==> config.mk <==
export PLATFORM = sky130hd
export DESIGN_NAME = keypad_scanner
export DESIGN_NICKNAME = d
export VERILOG_FILES = /design/src/rtl/keypad_scanner.sv
export SDC_FILE = /design/constraint.sdc
export NUM_CORES = 1
export LEC_CHECK = 0
export CAP_MARGIN = 20
export CORE_MARGIN = 3
export CORE_UTILIZATION = 25
export CTS_CLUSTER_DIAMETER = 120
export DETAILED_ROUTE_END_ITERATION = 12
export DONT_BUFFER_PORTS = 1
export PLACE_DENSITY_LB_ADDON = 0.08
export SYNTH_ARGS = -nofsm -noshare
export SYNTH_HDL_FRONTEND = slang
export SYNTH_SLANG_ARGS = --single-unit
export TNS_END_PERCENT = 30
==> constraint.sdc <==
create_clock -name clk -period 4.7 [get_ports clk]
set_input_delay 0.94 -clock clk [delete_from_list [all_inputs] [get_ports clk]]
set_output_delay 0.94 -clock clk [all_outputs]
set_load 0.01 [all_outputs]
==> src/rtl/keypad_scanner.sv <==
// keypad_scanner: 4x4 matrix keypad front end for the dual seven-segment path.
// It drives one column low at a time and synchronizes and debounces the rows. One
// key per press is decoded to a hex code, and the last two keys are kept as
// s_left/s_right.
// Optional build macro: KEYPAD_AUTOREPEAT_EN. When defined, a held key re-fires
// the accept update every REPEAT_TICKS scan ticks.
module keypad_scanner #(
  parameter int unsigned SCAN_DIV_EXP   = 16,
  parameter int unsigned DEBOUNCE_SCANS = 4,
  parameter int unsigned REPEAT_TICKS   = 128
) (
  input  logic       clk,
  input  logic       reset,
  input  logic [3:0] rows,
  output logic [3:0] cols,
  output logic [3:0] key_code,
  output logic       key_valid,
  output logic       key_held,
  output logic [3:0] s_left,
  output logic [3:0] s_right
);

  typedef enum logic [1:0] {
    StScan,
    StPressDb,
    StPressed,
    StReleaseDb
  } state_e;

  localparam logic [3:0] DebTarget = 4'(DEBOUNCE_SCANS);

  // Reject parameter values that would break the counters at elaboration time.
  if (SCAN_DIV_EXP < 1) begin : g_bad_scan_div
    $error("SCAN_DIV_EXP must be at least 1");
  end
  if (DEBOUNCE_SCANS < 1 || DEBOUNCE_SCANS > 15) begin : g_bad_debounce
    $error("DEBOUNCE_SCANS must be in 1..15");
  end
  if (REPEAT_TICKS < 1) begin : g_bad_repeat
    $error("REPEAT_TICKS must be at least 1");
  end

  logic [3:0]              rows_meta_q;
  logic [3:0]              rsync_q;
  logic [SCAN_DIV_EXP-1:0] div_q;
  logic                    tick;

  state_e     state_q, state_d;
  logic [1:0] col_q, col_d;
  logic [1:0] row_q, row_d;
  logic [3:0] db_q, db_d;
  logic [1:0] hit_row;
  logic       hit;
  logic       row_high;
  logic       accept;
  logic [3:0] accept_code;

  logic       key_valid_q;
  logic [3:0] key_code_q;
  logic [3:0] s_left_q;
  logic [3:0] s_right_q;

`ifdef KEYPAD_AUTOREPEAT_EN
  localparam int unsigned RepW = $clog2(REPEAT_TICKS + 1);
  localparam logic [RepW-1:0] RepTarget = RepW'(REPEAT_TICKS);
  logic [RepW-1:0] rep_q, rep_d;
`endif

  // Two-flop synchronizer; idles at all-ones (no key) out of reset.
  always_ff @(posedge clk or posedge reset) begin
    if (reset) begin
      rows_meta_q <= 4'hF;
      rsync_q     <= 4'hF;
    end else begin
      rows_meta_q <= rows;
      rsync_q     <= rows_meta_q;
    end
  end

  // Free-running scan divider; the tick strobe marks the cycle before it wraps to 0.
  always_ff @(posedge clk or posedge reset) begin
    if (reset) begin
      div_q <= '0;
    end else begin
      div_q <= div_q + SCAN_DIV_EXP'(1);
    end
  end

  assign tick = &div_q;

  // Lowest-index low row wins when several rows are low together.
  always_comb begin
    hit_row = 2'd3;
    if (!rsync_q[0]) begin
      hit_row = 2'd0;
    end else if (!rsync_q[1]) begin
      hit_row = 2'd1;
    end else if (!rsync_q[2]) begin
      hit_row = 2'd2;
    end
  end

  assign hit      = (rsync_q != 4'hF);
  assign row_high = rsync_q[row_q];

  // Keypad legend lookup for the captured row and the frozen column.
  function automatic logic [3:0] key_map(input logic [1:0] r, input logic [1:0] c);
    logic [3:0] code;
    code = 4'h0;
    case ({r, c})
      4'b00_00: code = 4'h1;
      4'b00_01: code = 4'h2;
      4'b00_10: code = 4'h3;
      4'b00_11: code = 4'hA;
      4'b01_00: code = 4'h4;
      4'b01_01: code = 4'h5;
      4'b01_10: code = 4'h6;
      4'b01_11: code = 4'hB;
      4'b10_00: code = 4'h7;
      4'b10_01: code = 4'h8;
      4'b10_10: code = 4'h9;
      4'b10_11: code = 4'hC;
      4'b11_00: code = 4'hE;
      4'b11_01: code = 4'h0;
      4'b11_10: code = 4'hF;
      4'b11_11: code = 4'hD;
      default:  code = 4'h0;
    endcase
    return code;
  endfunction

  assign accept_code = key_map(row_q, col_q);

  // Scan/debounce next state; everything moves only on a tick.
  always_comb begin
    state_d = state_q;
    col_d   = col_q;
    row_d   = row_q;
    db_d    = db_q;
    accept  = 1'b0;
`ifdef KEYPAD_AUTOREPEAT_EN
    rep_d   = rep_q;
`endif
    if (tick) begin
      unique case (state_q)
        StScan: begin
          if (hit) begin
            row_d   = hit_row;
            db_d    = 4'd0;
            state_d = StPressDb;
          end else begin
            col_d = col_q + 2'd1;
          end
        end
        StPressDb: begin
          if (!row_high) begin
            db_d = db_q + 4'd1;
            if (db_d == DebTarget) begin
              state_d = StPressed;
              accept  = 1'b1;
`ifdef KEYPAD_AUTOREPEAT_EN
              rep_d   = '0;
`endif
            end
          end else begin
            // Bounce during the press: give up and keep scanning.
            state_d = StScan;
            col_d   = col_q + 2'd1;
          end
        end
        StPressed: begin
          if (row_high) begin
            db_d    = 4'd0;
            state_d = StReleaseDb;
          end else begin
`ifdef KEYPAD_AUTOREPEAT_EN
            rep_d = rep_q + RepW'(1);
            if (rep_d == RepTarget) begin
              rep_d  = '0;
              accept = 1'b1;
            end
`endif
          end
        end
        StReleaseDb: begin
          if (row_high) begin
            db_d = db_q + 4'd1;
            if (db_d == DebTarget) begin
              state_d = StScan;
              col_d   = col_q + 2'd1;
            end
          end else begin
            // Bounce or re-press of the same key: still the same press.
            state_d = StPressed;
`ifdef KEYPAD_AUTOREPEAT_EN
            rep_d   = '0;
`endif
          end
        end
        default: begin
          state_d = StScan;
        end
      endcase
    end
  end

  // Scanner state registers.
  always_ff @(posedge clk or posedge reset) begin
    if (reset) begin
      state_q <= StScan;
      col_q   <= 2'd0;
      row_q   <= 2'd0;
      db_q    <= 4'd0;
`ifdef KEYPAD_AUTOREPEAT_EN
      rep_q   <= '0;
`endif
    end else begin
      state_q <= state_d;
      col_q   <= col_d;
      row_q   <= row_d;
      db_q    <= db_d;
`ifdef KEYPAD_AUTOREPEAT_EN
      rep_q   <= rep_d;
`endif
    end
  end

  // Accept update: new digit enters on the right, previous right digit shifts left.
  always_ff @(posedge clk or posedge reset) begin
    if (reset) begin
      key_valid_q <= 1'b0;
      key_code_q  <= 4'h0;
      s_left_q    <= 4'h0;
      s_right_q   <= 4'h0;
    end else begin
      key_valid_q <= accept;
      if (accept) begin
        key_code_q <= accept_code;
        s_right_q  <= accept_code;
        s_left_q   <= s_right_q;
      end
    end
  end

  assign cols      = ~(4'b0001 << col_q);
  assign key_code  = key_code_q;
  assign key_valid = key_valid_q;
  assign key_held  = (state_q == StPressed) || (state_q == StReleaseDb);
  assign s_left    = s_left_q;
  assign s_right   = s_right_q;

endmodule

==> out/results.tsv <==
metric	value	unit
status	finished, final reports clean	
cts_sinks	43	
ys_top_cells_by_area	dfrtp_1 41%, dfstp_2 9.8%, ha_1 5.2%, mux2_2 4.7%, inv_1 3.3%	
dr_total_vias	1366	
cts_setup_buffers	0	
wirelength	4110	um
fin_nets	205	
cp.required	4.89	ns
fmax	0.451	GHz
finalHoldViolCount	0	
cts_hold_buf	0	
period_share	47.1	%
yosysWarnings	0	
grt_setup_unrepaired	false	
post-route-drc-count	0	
skew	0.00642	ns
grt_max_degree	34	
track_usage	9.30	%
hold_path.class	flip-flop to flip-flop	
cp-start-kind	flip-flop	
fin_crit	2.22	ns
power_density	270	nW/um2
p_leak	0.00104	uW
syn_nets	206	
cts_made_buffers	5	
n_antenna_cell	0	
critPathKind	flip-flop to flip-flop	
worst_slew_pin_slew	0.629	ns
fill_cells	850	
dieWidth	98.8	um
fin_ws	2.48	ns
cts.path.max_buffers	2	
slew_viol_final	0	
drtIter0Drc	38	
cts-root-buf	clkbuf_8	
clkSlewWorstSetupHoldPaths	0.08	ns
grt_pass1_vias	1522	
io_pins	24	
postSynth.asyncResetShare	100	%
syn_inst	191	
setup_viol	0	
avgViaCountPerCell	4.61	
worstSetupEndpointType	flip-flop	
cts_tree	built	
die_h	98.8	um
fp.dieArea	9760	um2
ir_worst_vdd	131	uV
drtPass1Iterations	4	
path_max_fanout	8	
final_cell_count_no_fill	296	
syn-cell-area	2150	um2
yosysTopAreaCellShare	40.7	%
setup-tns-final	0	ns
relSlewSlack	57.7	%
place_ws	2.45	ns
synth-main-ff-cell	dfrtp_1	
portBuffers	0	
drv_cap	0	
worstPathArrival	2.41	ns
core_area	8300	um2
yosys.area.top_type	dfrtp_1	
grt_first_pass_wirelength	7220	um
drive_above_1_share	17.3	%
synth_edf_count	0	
ys_seq_elements	43	
seq_area_frac_synth	50.4	%
ant_nets	0	
start_util	25.9	%
final_util	28.0	%
ctsHtreeMaxLevel	2	
synth_cell_types	43	
antenna_found_initial	0	
place.gp.congestion	0.737	
gr-total-overflow	0	
cts_resized	0	
p_total	626	uW
hpwl	2980	um
syn_to_final_growth	7.79	%
postSynthAreaPerCell	11.3	um2
placed_cells	288	
routedWlPerCell	13.9	um
clock_latency	0.30	ns
rows	33	
report_power, final:
group	internal, uW	leakage (uW)	total (uW)	switching (uW)
registers	376	0.000559	378	1.97
logic	3.19	0.000438	14.0	10.8
clock network	104	0.0000412	234	130
sequential cells by signal, summed over array words and instances (netlist names), named ones only:
signal / cells
key_valid: 1
rsync_q: 4
s_left: 4
s_right: 4
db_q: 4
row_q: 2
state_q: 1
col_q: 2
div_q: 16
rows_meta_q: 4
synthesized netlist by cell type, drive strengths merged, types with 2 or more instances:
| cell type | instances |
|---|---|
| nor2 | 11 |
| xor2 | 7 |
| and4 | 3 |
| ha | 9 |
| and2 | 2 |
| buf | 5 |
| a21oi | 2 |
| a21boi | 2 |
| mux2 | 10 |
| dfrtp | 35 |
| clkbuf | 4 |
| inv | 19 |
| or2 | 2 |
| nand3 | 6 |
| o21ai | 4 |
| a221o | 2 |
| nand2 | 15 |
| nand4 | 9 |
| nor3 | 3 |
| o221ai | 5 |
| nor4 | 4 |
| mux2i | 4 |
| dfstp | 8 |
| xnor2 | 9 |
through the flow:
stage	area, um2	hold WS [ns]
5_1_grt	2320	0.365
6_report	2320	0.358
3_5_place_dp	2240	0.349
4_1_cts	2320	0.358
3_3_place_gp	2240	0.348
2_1_floorplan	2150	0.345
final cells by class:
cell class                      instances  area [um2]  area share [%]
Sequential cell                        43        1090            46.8
Multi-Input combinational cell        120         940            40.5
Tap cell                              105         131            5.66
Clock buffer                            6        72.6            3.13
Inverter                               19        71.3            3.07
Clock inverter                          2        12.5           0.539
Timing Repair Buffer                    1        7.51           0.323
metal layers:
layer  vias to the layer above  part of all wire [%]  track usage, %
li1                        652                     -               -
met1                       685                    45            10.5
met2                        22                    50            16.1
met3                         7                   3.7            2.55
met4                         0                   2.0            4.62
met5                         -                     0               0
layout by cell type, fill, tap and decap left out, types with 3 or more instances in the layout:
master	instances
dfrtp_1	35
inv_1	19
nand2_1	15
nor2_1	10
nand4_1	9
mux2_2	9
ha_1	9
xnor2_1	8
dfstp_2	8
xor2_1	7
nand3_1	5
clkbuf_8	5
mux2i_1	4
o221ai_1	4
o21ai_0	4
and4_1	3
nor3_1	3
nor4_1	3
kinds of logic after synthesis:
| family | after synthesis | synth area share, % |
|---|---|---|
| and+or+nand+nor | 61 | 16.0 |
| DFF | 43 | 50.4 |
| buffers and inverters | 28 | 5.93 |
| AOI/OAI and AO/OA | 19 | 6.91 |
| xor gates and xnor gates | 16 | 7.38 |
| muxes | 15 | 8.13 |
| adders and majority gates | 9 | 5.23 |
worst max-delay path, stage by stage (launching register included):
cell,delay [ns]
dfrtp_1,0.45
ha_1,0.26
nand3b_1,0.16
o31ai_1,0.53
nand3_2,0.35
mux2_2,0.36
final timing paths:
check	slack, ns	start	to	cells after the start
worst max-delay path	2.48	db_q[0]	s_right[2]	5
worst min-delay path	0.36	rows_meta_q[1]	rsync_q[1]	0
worst max register to register	2.48	db_q[0]	s_right[2]	5
worst min register to register	0.36	rows_meta_q[1]	rsync_q[1]	0
max in group asynchronous	3.34	reset	rows_meta_q[3]	2
min in group asynchronous	0.54	reset	row_q[1]	1
Power figures use the tool's default switching activity.
